**src/rtl/control_sequencer_pkg.sv**
```systemverilog
// Shared types for the microcode step sequencer: opcodes, steps, bus sources and the control word.
// Conditional jumps (JC/JZ) are decoded only when CONDJMP_EN is defined.
package control_sequencer_pkg;

    localparam int DATA_WIDTH = 16;
    localparam int OPC_WIDTH  = 4;
    localparam int STEP_WIDTH = 3;

    typedef enum logic [OPC_WIDTH-1:0] {
        OPC_NOP = 4'h0,
        OPC_LDA = 4'h1,
        OPC_ADD = 4'h2,
        OPC_SUB = 4'h3,
        OPC_STA = 4'h4,
        OPC_LDI = 4'h5,
        OPC_JMP = 4'h6,
        OPC_JC  = 4'h7,
        OPC_JZ  = 4'h8,
        OPC_OUT = 4'hE,
        OPC_HLT = 4'hF
    } opcode_t;

    typedef enum logic [STEP_WIDTH-1:0] {
        T0 = 3'd0,
        T1 = 3'd1,
        T2 = 3'd2,
        T3 = 3'd3,
        T4 = 3'd4
    } step_t;

    typedef enum logic [2:0] {
        BUS_NONE    = 3'd0,
        BUS_PC      = 3'd1,
        BUS_RAM     = 3'd2,
        BUS_IR_OPND = 3'd3,
        BUS_A       = 3'd4,
        BUS_ALU     = 3'd5
    } bus_sel_t;

    typedef struct packed {
        logic     mar_en;
        logic     ir_en;
        logic     a_en;
        logic     b_en;
        logic     out_en;
        logic     pc_inc;
        logic     pc_load;
        logic     ram_we;
        logic     alu_sub;
        bus_sel_t bus_sel;
    } ctrl_word_t;

    localparam ctrl_word_t CTRL_IDLE = '{
        mar_en: 1'b0, ir_en: 1'b0, a_en: 1'b0, b_en: 1'b0, out_en: 1'b0,
        pc_inc: 1'b0, pc_load: 1'b0, ram_we: 1'b0, alu_sub: 1'b0,
        bus_sel: BUS_NONE
    };

endpackage

```
**src/rtl/control_sequencer_microcode_decoder.sv**
```systemverilog
// Combinational microcode ROM: (step, opcode, flags) -> control word, end-of-instruction and halt request.
// JC/JZ are decoded only when CONDJMP_EN is defined; otherwise they fall through to NOP.
module microcode_decoder
    import control_sequencer_pkg::*;
(
    input  step_t                step,
    input  logic [OPC_WIDTH-1:0] opcode,
    input  logic                 flag_carry,
    input  logic                 flag_zero,
    output ctrl_word_t           ctrl,
    output logic                 last,
    output logic                 halt
);

`ifndef CONDJMP_EN
    logic unused_flags_s;
    assign unused_flags_s = flag_carry ^ flag_zero;
`endif

    // Decode one microcode step; unknown steps/opcodes end the instruction with no strobes.
    always_comb begin
        ctrl = CTRL_IDLE;
        last = 1'b0;
        halt = 1'b0;
        case (step)
            T0: begin
                ctrl.bus_sel = BUS_PC;
                ctrl.mar_en  = 1'b1;
            end
            T1: begin
                ctrl.bus_sel = BUS_RAM;
                ctrl.ir_en   = 1'b1;
                ctrl.pc_inc  = 1'b1;
            end
            T2: begin
                case (opcode)
                    OPC_LDA, OPC_ADD, OPC_SUB, OPC_STA: begin
                        ctrl.bus_sel = BUS_IR_OPND;
                        ctrl.mar_en  = 1'b1;
                    end
                    OPC_LDI: begin
                        ctrl.bus_sel = BUS_IR_OPND;
                        ctrl.a_en    = 1'b1;
                        last         = 1'b1;
                    end
                    OPC_JMP: begin
                        ctrl.bus_sel = BUS_IR_OPND;
                        ctrl.pc_load = 1'b1;
                        last         = 1'b1;
                    end
                    OPC_OUT: begin
                        ctrl.bus_sel = BUS_A;
                        ctrl.out_en  = 1'b1;
                        last         = 1'b1;
                    end
                    OPC_HLT: begin
                        halt = 1'b1;
                    end
`ifdef CONDJMP_EN
                    OPC_JC, OPC_JZ: begin
                        if ((opcode == OPC_JC) ? flag_carry : flag_zero) begin
                            ctrl.bus_sel = BUS_IR_OPND;
                            ctrl.pc_load = 1'b1;
                        end else begin
                            ctrl = CTRL_IDLE;
                        end
                        last = 1'b1;
                    end
`endif
                    default: begin
                        last = 1'b1;
                    end
                endcase
            end
            T3: begin
                case (opcode)
                    OPC_LDA: begin
                        ctrl.bus_sel = BUS_RAM;
                        ctrl.a_en    = 1'b1;
                        last         = 1'b1;
                    end
                    OPC_ADD, OPC_SUB: begin
                        ctrl.bus_sel = BUS_RAM;
                        ctrl.b_en    = 1'b1;
                        ctrl.alu_sub = (opcode == OPC_SUB);
                    end
                    OPC_STA: begin
                        ctrl.bus_sel = BUS_A;
                        ctrl.ram_we  = 1'b1;
                        last         = 1'b1;
                    end
                    default: begin
                        last = 1'b1;
                    end
                endcase
            end
            T4: begin
                case (opcode)
                    OPC_ADD, OPC_SUB: begin
                        ctrl.bus_sel = BUS_ALU;
                        ctrl.a_en    = 1'b1;
                        ctrl.alu_sub = (opcode == OPC_SUB);
                    end
                    default: begin
                        ctrl = CTRL_IDLE;
                    end
                endcase
                last = 1'b1;
            end
            default: begin
                last = 1'b1;
            end
        endcase
    end

endmodule

```
**src/rtl/control_sequencer.sv**
```systemverilog
// Step/halt registers plus reset and halt gating around the microcode decoder.
// Build with CONDJMP_EN defined to enable the JC/JZ conditional jumps.
module control_sequencer
    import control_sequencer_pkg::*;
(
    input  logic                  iclk,
    input  logic                  irst_n,
    input  logic [DATA_WIDTH-1:0] iinstr,
    input  logic                  iflag_carry,
    input  logic                  iflag_zero,
    output logic                  omar_en,
    output logic                  oir_en,
    output logic                  oa_en,
    output logic                  ob_en,
    output logic                  oout_en,
    output logic                  opc_inc,
    output logic                  opc_load,
    output logic                  oram_we,
    output logic                  oalu_sub,
    output logic [2:0]            obus_sel,
    output logic [STEP_WIDTH-1:0] ostep,
    output logic                  ohalted
);

    step_t      step_r;
    logic       halted_r;
    ctrl_word_t ctrl_s;
    ctrl_word_t ctrl_out_s;
    logic       last_s;
    logic       halt_s;
    logic       unused_operand_s;

    assign unused_operand_s = ^iinstr[DATA_WIDTH-OPC_WIDTH-1:0];

    microcode_decoder u_decoder (
        .step       (step_r),
        .opcode     (iinstr[DATA_WIDTH-1 -: OPC_WIDTH]),
        .flag_carry (iflag_carry),
        .flag_zero  (iflag_zero),
        .ctrl       (ctrl_s),
        .last       (last_s),
        .halt       (halt_s)
    );

    // Advance the step counter; a halt freezes it at T2 until reset.
    always_ff @(posedge iclk or negedge irst_n) begin
        if (!irst_n) begin
            step_r   <= T0;
            halted_r <= 1'b0;
        end else if (halted_r) begin
            step_r   <= step_r;
            halted_r <= 1'b1;
        end else if (halt_s) begin
            step_r   <= step_r;
            halted_r <= 1'b1;
        end else if (last_s) begin
            step_r   <= T0;
        end else begin
            step_r   <= step_t'(step_r + 3'd1);
        end
    end

    // Reset must kill strobes immediately, not at the next edge, so gate combinationally.
    always_comb begin
        ctrl_out_s = CTRL_IDLE;
        if (irst_n && !halted_r) begin
            ctrl_out_s = ctrl_s;
        end else begin
            ctrl_out_s = CTRL_IDLE;
        end
    end

    assign omar_en  = ctrl_out_s.mar_en;
    assign oir_en   = ctrl_out_s.ir_en;
    assign oa_en    = ctrl_out_s.a_en;
    assign ob_en    = ctrl_out_s.b_en;
    assign oout_en  = ctrl_out_s.out_en;
    assign opc_inc  = ctrl_out_s.pc_inc;
    assign opc_load = ctrl_out_s.pc_load;
    assign oram_we  = ctrl_out_s.ram_we;
    assign oalu_sub = ctrl_out_s.alu_sub;
    assign obus_sel = ctrl_out_s.bus_sel;
    assign ostep    = step_r;
    assign ohalted  = halted_r;

endmodule

```
**config.mk**
```make
export PLATFORM = sky130hd
export DESIGN_NAME = control_sequencer
export DESIGN_NICKNAME = d
export VERILOG_FILES = /design/src/rtl/control_sequencer_pkg.sv /design/src/rtl/control_sequencer_microcode_decoder.sv /design/src/rtl/control_sequencer.sv
export SDC_FILE = /design/constraint.sdc
export NUM_CORES = 1
export LEC_CHECK = 0
export ABC_AREA = 1
export ABC_CLOCK_PERIOD_IN_PS = 1450
export BUFFER_PORTS_ARGS = -buffer_cell sky130_fd_sc_hd__buf_2
export CAP_MARGIN = 10
export CORE_AREA = 5 5 42 44
export CTS_BUF_LIST = sky130_fd_sc_hd__clkbuf_8
export CTS_CLUSTER_SIZE = 40
export DETAILED_ROUTE_END_ITERATION = 7
export DIE_AREA = 0 0 47 49
export GPL_ROUTABILITY_DRIVEN = 0
export PLACE_DENSITY = 0.88
export SLEW_MARGIN = 5
export SYNTH_ARGS = -nofsm -noshare
export SYNTH_HDL_FRONTEND = slang
export SYNTH_SLANG_ARGS = --single-unit
```
**constraint.sdc**
```tcl
create_clock -name iclk -period 1.45 [get_ports iclk]
set_input_delay 0.0725 -clock iclk [delete_from_list [all_inputs] [get_ports iclk]]
set_output_delay 0.0725 -clock iclk [all_outputs]
set_load 0.005 [all_outputs]
```
Yosys cells after proc, flatten, opt, wreduce, memory -nomap -nowiden
Cells that the tools add are included.
- bitwise logic cells: 2
- muxes and demuxes: 28
- add/subtract/negate cells: 1
- reductions and logical operators: 10
- eq/ne operators: 12
- operators by type and width (cell ; number):
    $mux W1 ; 18
    $pmux W3 S5 ; 1
    $eq A4 B3 Y1 const B ; 3
    $mux W12 ; 1
    $pmux W3 S2 ; 2
    $eq A4 B2 Y1 const B ; 2
    $eq A4 B4 Y1 const B ; 2
    $eq A3 B2 Y1 const B ; 2
    $pmux W1 S3 ; 2
    $reduce_or A6 Y1 ; 1
    $reduce_or A5 Y1 ; 1
    $eq A4 B1 Y1 const B ; 1
    $mux W4 ; 1
    $pmux W2 S2 ; 1
    $reduce_or A2 Y1 ; 2
    $reduce_or A4 Y1 ; 1
    $add A3 B1 Y3 const B ; 1
    $eq A3 B1 Y1 const B ; 1
    $eq A3 B3 Y1 const B ; 1
    $logic_not A3 Y1 ; 1
    $mux W3 ; 1
    $reduce_or A3 Y1 ; 1
    $not A1 Y1 ; 2
    $pmux W1 S2 ; 1
    other kinds (3) ; 3
- output and inout port bits: 16
- register bits after elaboration: 4
- logic and storage cells: 55

Logic depth before layout (Yosys ltp)
Gate-level depths: netlist of run 1.
- depth after elaboration: 5
- depth in mapped cells: 9
- gate-level depth less buffers: 9

Hierarchy
From an unflattened synthesis of run 1, not the netlist that was laid out.
- cells, all modules: 118
- area, all modules: 679.4 um^2
- by module, submodules not included (module ; area an instance (um^2) ; instances ; cells each):
    control_sequencer ; 390.4 ; 1 ; 49
    microcode_decoder ; 289.0 ; 1 ; 69

Worst setup path before layout of run 1
Ideal clock, no wire load.
- kind: register to register
- start: register step_r[0], in the netlist ostep[0]
- end: register step_r[0], in the netlist ostep[0]
- path slack: 0.160 ns
- data arrival time: 1.173 ns
- cell stages (with the launch flop): 10
- data required time: 1.333 ns
- period minus slack after synthesis: 1.290 ns
- cells stage by stage: dfrtp_1 -> inv_1 -> ha_1 -> inv_1 -> nor2_2 -> nand2_2 -> nand2_4 -> nor2_1 -> nand3_1 -> nand2_1
- cells in the longest elaborated chain, start to end: 4
- elaborated cells between the ends (all ways): 11
- classes of those cells: add/sub (1); eq/ne (3); mux (3); bitwise (1); reduce/logical (3)
- ends and longest elaborated chain (element ; RTL line ; source):
    from (decl) ; control_sequencer.sv:25 ; step_t step_r;
    from (signal assigned) ; control_sequencer.sv:51 ; step_r <= step_r;
    from (signal assigned) ; control_sequencer.sv:54 ; step_r <= step_r;
    from (signal assigned) ; control_sequencer.sv:59 ; step_r <= step_t'(step_r + 3'd1);
    $eq A3 B1 Y1 (tied with other cells) ; control_sequencer_microcode_decoder.sv:25 ; case (step)
    $reduce_or A2 Y1 (no source line) or $mux W1 (tied branches) ; n/a ;
    $pmux W1 S3 or $not A1 Y1 (tied branches) ; n/a ;
    $mux W3 or $reduce_and A2 Y1 (tied branches) ; n/a ;
Several ways; a longest one is shown, not always the timed one.
A chain may end at the register's enable or synchronous reset.

Worst setup path after layout of run 1
- start: register step_r[0], in the netlist ostep[0]
- end: output port obus_sel[2]
- cells in the longest elaborated chain, start to end: 3
- elaborated cells between the ends (all ways): 7
- classes of those cells: eq/ne (4); mux (2); reduce/logical (1)
- ends and longest elaborated chain (element ; RTL line ; source):
    $eq A3 B3 Y1 (tied with other cells) ; control_sequencer_microcode_decoder.sv:25 ;
    $pmux W3 S5 (*) ; control_sequencer_microcode_decoder.sv:25 ;
    $mux W12 (*) ; control_sequencer.sv:66 ; if (irst_n && !halted_r) begin
    to (decl) ; control_sequencer.sv:20 ; output logic [2:0] obus_sel,
Mark *: on every way between the ends. The rest lies on a longest branch, timed or not.

==> results of run 1 <==
==> worst reg2reg max path, delay by kind of cell, from the launching register on <==
kind                     cells  cell delay (ns)
adder cells (fa/ha/maj)      1             0.14
flip-flops                   1             0.39
buffers and inverters        4             0.36
AND/OR/NAND/NOR              6             0.44
==> layout by cell type, fill, tap and decap left out, drive strengths merged <==
cell type | netlist | layout
dfrtp | 4 | 4
nand2 | 27 | 27
ha | 5 | 5
clkbuf | 0 | 3
o21ai | 1 | 1
inv | 13 | 13
a31oi | 3 | 3
nand4 | 2 | 2
nor4 | 1 | 1
dlygate4sd3 | 0 | 1
nor2 | 19 | 19
nand3 | 9 | 9
buf | 2 | 31
a21oi | 2 | 2
==> worst min-delay path by stage <==
stage                    end  slack (ns)  depth (start not counted)
CTS                 ostep[2]        0.19                          2
floorplan            ohalted       -0.22                          0
finish              ostep[2]        0.19                          2
global route        ostep[2]        0.20                          2
detailed placement  ostep[2]       -0.11                          1
global placement    ostep[1]       -0.12                          1
==> power by group through the flow <==
stage | Combinational (mW) | Sequential (mW) | Clock [mW]
6_report | 0.0424 | 0.112 | 0.232
5_1_grt | 0.0481 | 0.112 | 0.254
4_1_cts | 0.0422 | 0.112 | 0.239
3_5_place_dp | 0.0401 | 0.114 | 0
3_3_place_gp | 0.0389 | 0.114 | 0
2_1_floorplan | 0.0222 | 0.114 | 0
==> logic make-up after synthesis <==
| kind of cell | Yosys count | synth area share |
|---|---|---|
| adder cells (fa/ha/maj) | 5 | 0.120 |
| flip-flops | 4 | 0.192 |
| AND/OR/NAND/NOR | 58 | 0.506 |
| AO/OA/AOI/OAI | 6 | 0.0647 |
| buffers and inverters | 15 | 0.117 |
==> routing by layer <==
metal  share of wire  track usage  vias up
met4           0.019       0.0829        0
met2            0.51        0.217       35
met1            0.39        0.177      301
li1                -            -      345
met3           0.074       0.0221        3
met5               0            0        -
==> per-stage QoR <==
stage | setup slack [ns] | hold WS (ns) | setup TNS (ns) | total power [mW]
2_1_floorplan | 0.160 | -0.223 | 0 | 0.136
3_3_place_gp | 0.0329 | -0.116 | 0 | 0.153
3_5_place_dp | 0.000342 | -0.111 | 0 | 0.154
4_1_cts | -0.0805 | 0.188 | -0.191 | 0.394
5_1_grt | -0.170 | 0.197 | -1.23 | 0.414
6_report | -0.0585 | 0.187 | -0.210 | 0.387
==> state kept, by name, indices dropped and copies added, names as in the netlist <==
signal   count
ostep        3
ohalted      1
==> cell type report <==
type / instances / area, um2
Inverter: 13 / 48.8
Clock buffer: 3 / 41.3
Tap cell: 16 / 20.0
Timing Repair Buffer: 32 / 190
Fill cell: 145 / 592
Sequential cell: 4 / 101
Multi-Input combinational cell: 69 / 408
==> what timing repair did <==
action                                  4_1_cts  5_1_grt
pin swaps                                     6        5
endpoints found under the setup margin        9       12
buffers inserted                              3        4
hold endpoints to repair                      4        0
gates resized for setup                       8        4
cloned                                        0        0
hold buffers                                  1        0
==> flow_summary.toml, run 1 <==
[run_status]
status = "finished with violations"
failed_checks = "setup timing"

[timing]
slew_viol_final = 0
finalClockSkew_ns = 0.00252
max_slew_margin = 0.842
fmax_mhz = 663
fin_ws_ns = -0.0585
period_share = 1.04
rsz0062_at_grt = "yes"
period_needed_ns = 1.51
hold_violations = 0
setup_viol = 7
tightest_slew_ns = 0.235

[floorplanning]
die_w_um = 47
core_area_um2 = 1400
start_util = 0.372
row_count = 14
die_h_um = 49
io_pins = 36
dieArea_um2 = 2300

[synth]
synth_ff_type = "dfrtp_1"
syn_area_per_cell_um2 = 5.93
synth_top_cell_by_area = "dfrtp_1"
synthArstFlopShare = 1.00
yosysSeqAreaShare = 0.192
synthTopCellsByArea = "dfrtp_1 19%, nand2_1 17%, ha_1 12%, nor2_1 12%, nand3_1 8.6%"
yosysMostFrequentCell = "nand2_1"
yosysTopAreaCellShare = 0.192
synth_edf_count = 0
syn_nets = 113
synth-seq-cells = 4
synth_top_cells_by_count = "23 x nand2_1, 16 x nor2_1, 12 x inv_1"
synthCells = 88
yosys_warnings = 0
yosysUniqueCellTypes = 18
syn-cell-area_um2 = 522

[placed_design]
port_buffers = 21
placed_cell_area_um2 = 657
dpl.cell_count = 126
dp_hpwl_mm = 1.08

[run]
cap_violations = 0

[power]
switching_power_uw = 83.2
power_frac_seq = 0.291
clockPowerShare = 0.600
internal-power_uw = 304
comb_power_share = 0.109
power.leakage_nw = 0.429
powerDensity_nw_per_um2 = 478
peakVddDrop_mv = 0.497
netSwitchingFraction = 0.215

[worst_setup_path]
crit_buf_inv = 3
cp.depth = 8
start_kind = "flop"
worst_ep_required_time_ns = 1.38
worstPathArrival_ns = 1.44
crit_start = "ostep[0]"
path_cells = "buf_4 -> ha_4 -> ha_4 -> nand2_1 -> nand3_1 -> nand2_1 -> inv_1 -> buf_2"
crit_family = "flip-flops"
worstSetupEndpoint = "obus_sel[2]"
r2r-end = "ostep[1]"
path_max_fanout = 6
cpMaxStageDelayCell = "dfrtp_1"
cp-end-kind = "output pin"
crit_type = "reg -> out"
cpPeakStageDelay_ns = 0.39
rrSetupSlack_ns = 0
ff2ff_path_depth = 11
r2r_start = "ostep[0]"

[global_route]
grt_antenna_before_repair = 0
grt_max_degree = 11
grt_pass1_vias = 574
grt_pass1_wl_mm = 2.39
grt.overflow.total = 0
grtUsageTotal = 0.141

[min_path]
min_path_type = "in -> async"

[finish]
final_area_um2 = 810
drive_above_1_share = 0.413
diodes = 0
final_core_util = 0.578
areaGrowthSynthToFinish_pct = 55.2
layoutNonFillerInstCount = 137
nNetsFinal = 148

[clock_network]
cts-root-buf = "clkbuf_8"
cts.path.max_buffers = 2
tritoncts_num_sinks = 4
clk_latency_ns = 0.22
htreeDepth = 1
cts_tree = "built"
cts_buffers = 3
clk_pin_slew_worst_paths_ns = 0.03

[routing]
drcViolationCount = 0
drtIter0Drc = 16
viasPerCell = 4.99
firstDrtPassIters = 4
vias = 684
ant_nets = 0
wire_per_inst_um = 11.1
wl_mm = 1.52
Note: power is estimated with default switching activity, not from simulation.
==> run 2, diff against run 1 <==
--- a/config.mk
+++ b/config.mk
@@ -15,7 +15,7 @@
 export DETAILED_ROUTE_END_ITERATION = 7
 export DIE_AREA = 0 0 47 49
 export GPL_ROUTABILITY_DRIVEN = 0
-export PLACE_DENSITY = 0.88
+export PLACE_DENSITY = 0.84
 export SLEW_MARGIN = 5
 export SYNTH_ARGS = -nofsm -noshare
 export SYNTH_HDL_FRONTEND = slang
==> run 2 against run 1 <==
  * Power about the same
  * Largest cell class unchanged
  * Maximum frequency rose by 0.70%
  * Worst setup slack gained 0.010 ns
  * The run still ends with setup timing left
  * First-iteration DRC count down 38%
  * Global-route usage is 0.11 points higher
  * Wire length decreased by 6.7%
==> flow_summary.toml, run 2 (synthesis results as in run 1) <==
[worst_setup_path]
cpMostUsedCell = "nand2_1"
crit_type = "reg -> out"
start_kind = "flop"
worst_ep_required_time_ns = 1.38
cpPeakStageDelay_ns = 0.43
cpMaxStageDelayCell = "dfrtp_2"
cp-end-kind = "output pin"
path_cells = "ha_1 -> ha_4 -> nand2_1 -> nand3_1 -> nand2_1 -> inv_1 -> buf_2"
path_max_fanout = 6
worstPathArrival_ns = 1.43

[floorplanning]
die_h_um = 49
dieArea_um2 = 2300
core_area_um2 = 1400
die_w_um = 47
io_pins = 36
start_util = 0.372
row_count = 14

[clock_network]
cts_buffers = 3
htreeDepth = 1
cts.path.max_buffers = 2
clk_pin_slew_worst_paths_ns = 0.03
cts_tree = "built"
cts-root-buf = "clkbuf_8"
tritoncts_num_sinks = 4
clk_latency_ns = 0.22

[timing]
finalClockSkew_ns = 0.00271
setup_viol = 5
final.setup.tns_ns = -0.101
hold_violations = 0
period_needed_ns = 1.50
rsz0062_at_grt = "yes"
fmax_mhz = 668
slew_viol_final = 0
period_share = 1.03
tightest_slew_ns = 0.229
fin_ws_ns = -0.0481
max_slew_margin = 0.846

[routing]
ant_nets = 0
vias = 678
viasPerCell = 5.02
wire_per_inst_um = 10.5
drcViolationCount = 0
wl_mm = 1.42
firstDrtPassIters = 4
drtIter0Drc = 10

[placed_design]
port_buffers = 21
dp_hpwl_mm = 1.08
dpl.cell_count = 125
dpl_worst_slack_ns = -0.0152

[power]
clockPowerShare = 0.598
power_frac_seq = 0.290
internal-power_uw = 305
power.leakage_nw = 0.425
comb_power_share = 0.112
switching_power_uw = 82.3
peakVddDrop_mv = 0.527
netSwitchingFraction = 0.213
powerDensity_nw_per_um2 = 485

[min_path]
min_path_type = "in -> async"

[run]
cap_violations = 0

[global_route]
grt_max_degree = 11
grt_pass1_vias = 607
grtUsageTotal = 0.142
grt.overflow.total = 0
grt_antenna_before_repair = 0
grt_pass1_wl_mm = 2.44

[finish]
nNetsFinal = 146
largest_reg_flops = 3
final_common_cell = "nand2_1"
layoutNonFillerInstCount = 135
layout_common_cells = "21 x nand2_1, 20 x buf_2, 16 x nor2_1, 10 x inv_1"
diodes = 0
final_core_util = 0.570
drive_above_1_share = 0.412
areaGrowthSynthToFinish_pct = 53.0

[run_status]
status = "finished with violations"
failed_checks = "setup timing"
## run 2: changes by cell type in the layout (fill, tap and decap cells not counted), sizes merged
| cell | previous run | this run |
|---|---|---|
| buf | 31 | 29 |
## run 2: final cells by class
type / count / area [um2]
fillers: 144 / 603
multi-input cells: 69 / 408
repair buffers: 30 / 178
flip-flops and latches: 4 / 103
inverters: 13 / 48.8
clock buffers: 3 / 41.3
well taps: 16 / 20.0
## run 2: metal layers
metal	track usage	wire, um
met1	0.158	557
met2	0.247	721
met3	0.0221	113
met4	0.0691	25
met5	0	0
## run 2: critical path: cells and delay by family (launching register included)
family,cells,cell delay [ns]
and+or+nand+nor,3,0.22
adders and majority gates,2,0.42
DFF,1,0.43
buffers and inverters,2,0.14
## run 2: through the flow
stage	cell area (um2)	total power, mW	hold WS [ns]
3_5_place_dp	649	0.154	-0.113
3_3_place_gp	649	0.153	-0.117
6_report	798	0.387	0.216
4_1_cts	782	0.393	0.192
2_1_floorplan	522	0.136	-0.223
5_1_grt	798	0.408	0.235
## run 2: path summary, 6_finish.rpt
kind / start / to / slack [ns] / cells past startpoint
worst max-delay path: ostep[1] / obus_sel[2] / -0.05 / 7
worst min-delay path: irst_n / ostep[0] / 0.22 / 2
worst max register to register: ostep[0] / ostep[1] / 0.13 / 10
worst min register to register: ohalted / ostep[2] / 0.51 / 2
max in group asynchronous: irst_n / ostep[1] / 1.12 / 2
min in group iclk: iinstr[12] / ohalted / 0.30 / 5
## run 2: repair_timing
action | in CTS | in global routing
hold buffers | 1 | 0
resized for setup | 10 | 5
setup endpoints to repair | 10 | 12
pin swaps | 5 | 4
hold endpoints to repair | 4 | 0
setup buffers | 5 | 1
## run 2: power by group through the flow
stage               combinational (mW)  clock (mW)  sequential [mW]
finish                          0.0433       0.231            0.112
global placement                0.0390           0            0.114
detailed placement              0.0401           0            0.114
global route                    0.0497       0.246            0.112
floorplan                       0.0222           0            0.114
CTS                             0.0423       0.238            0.112
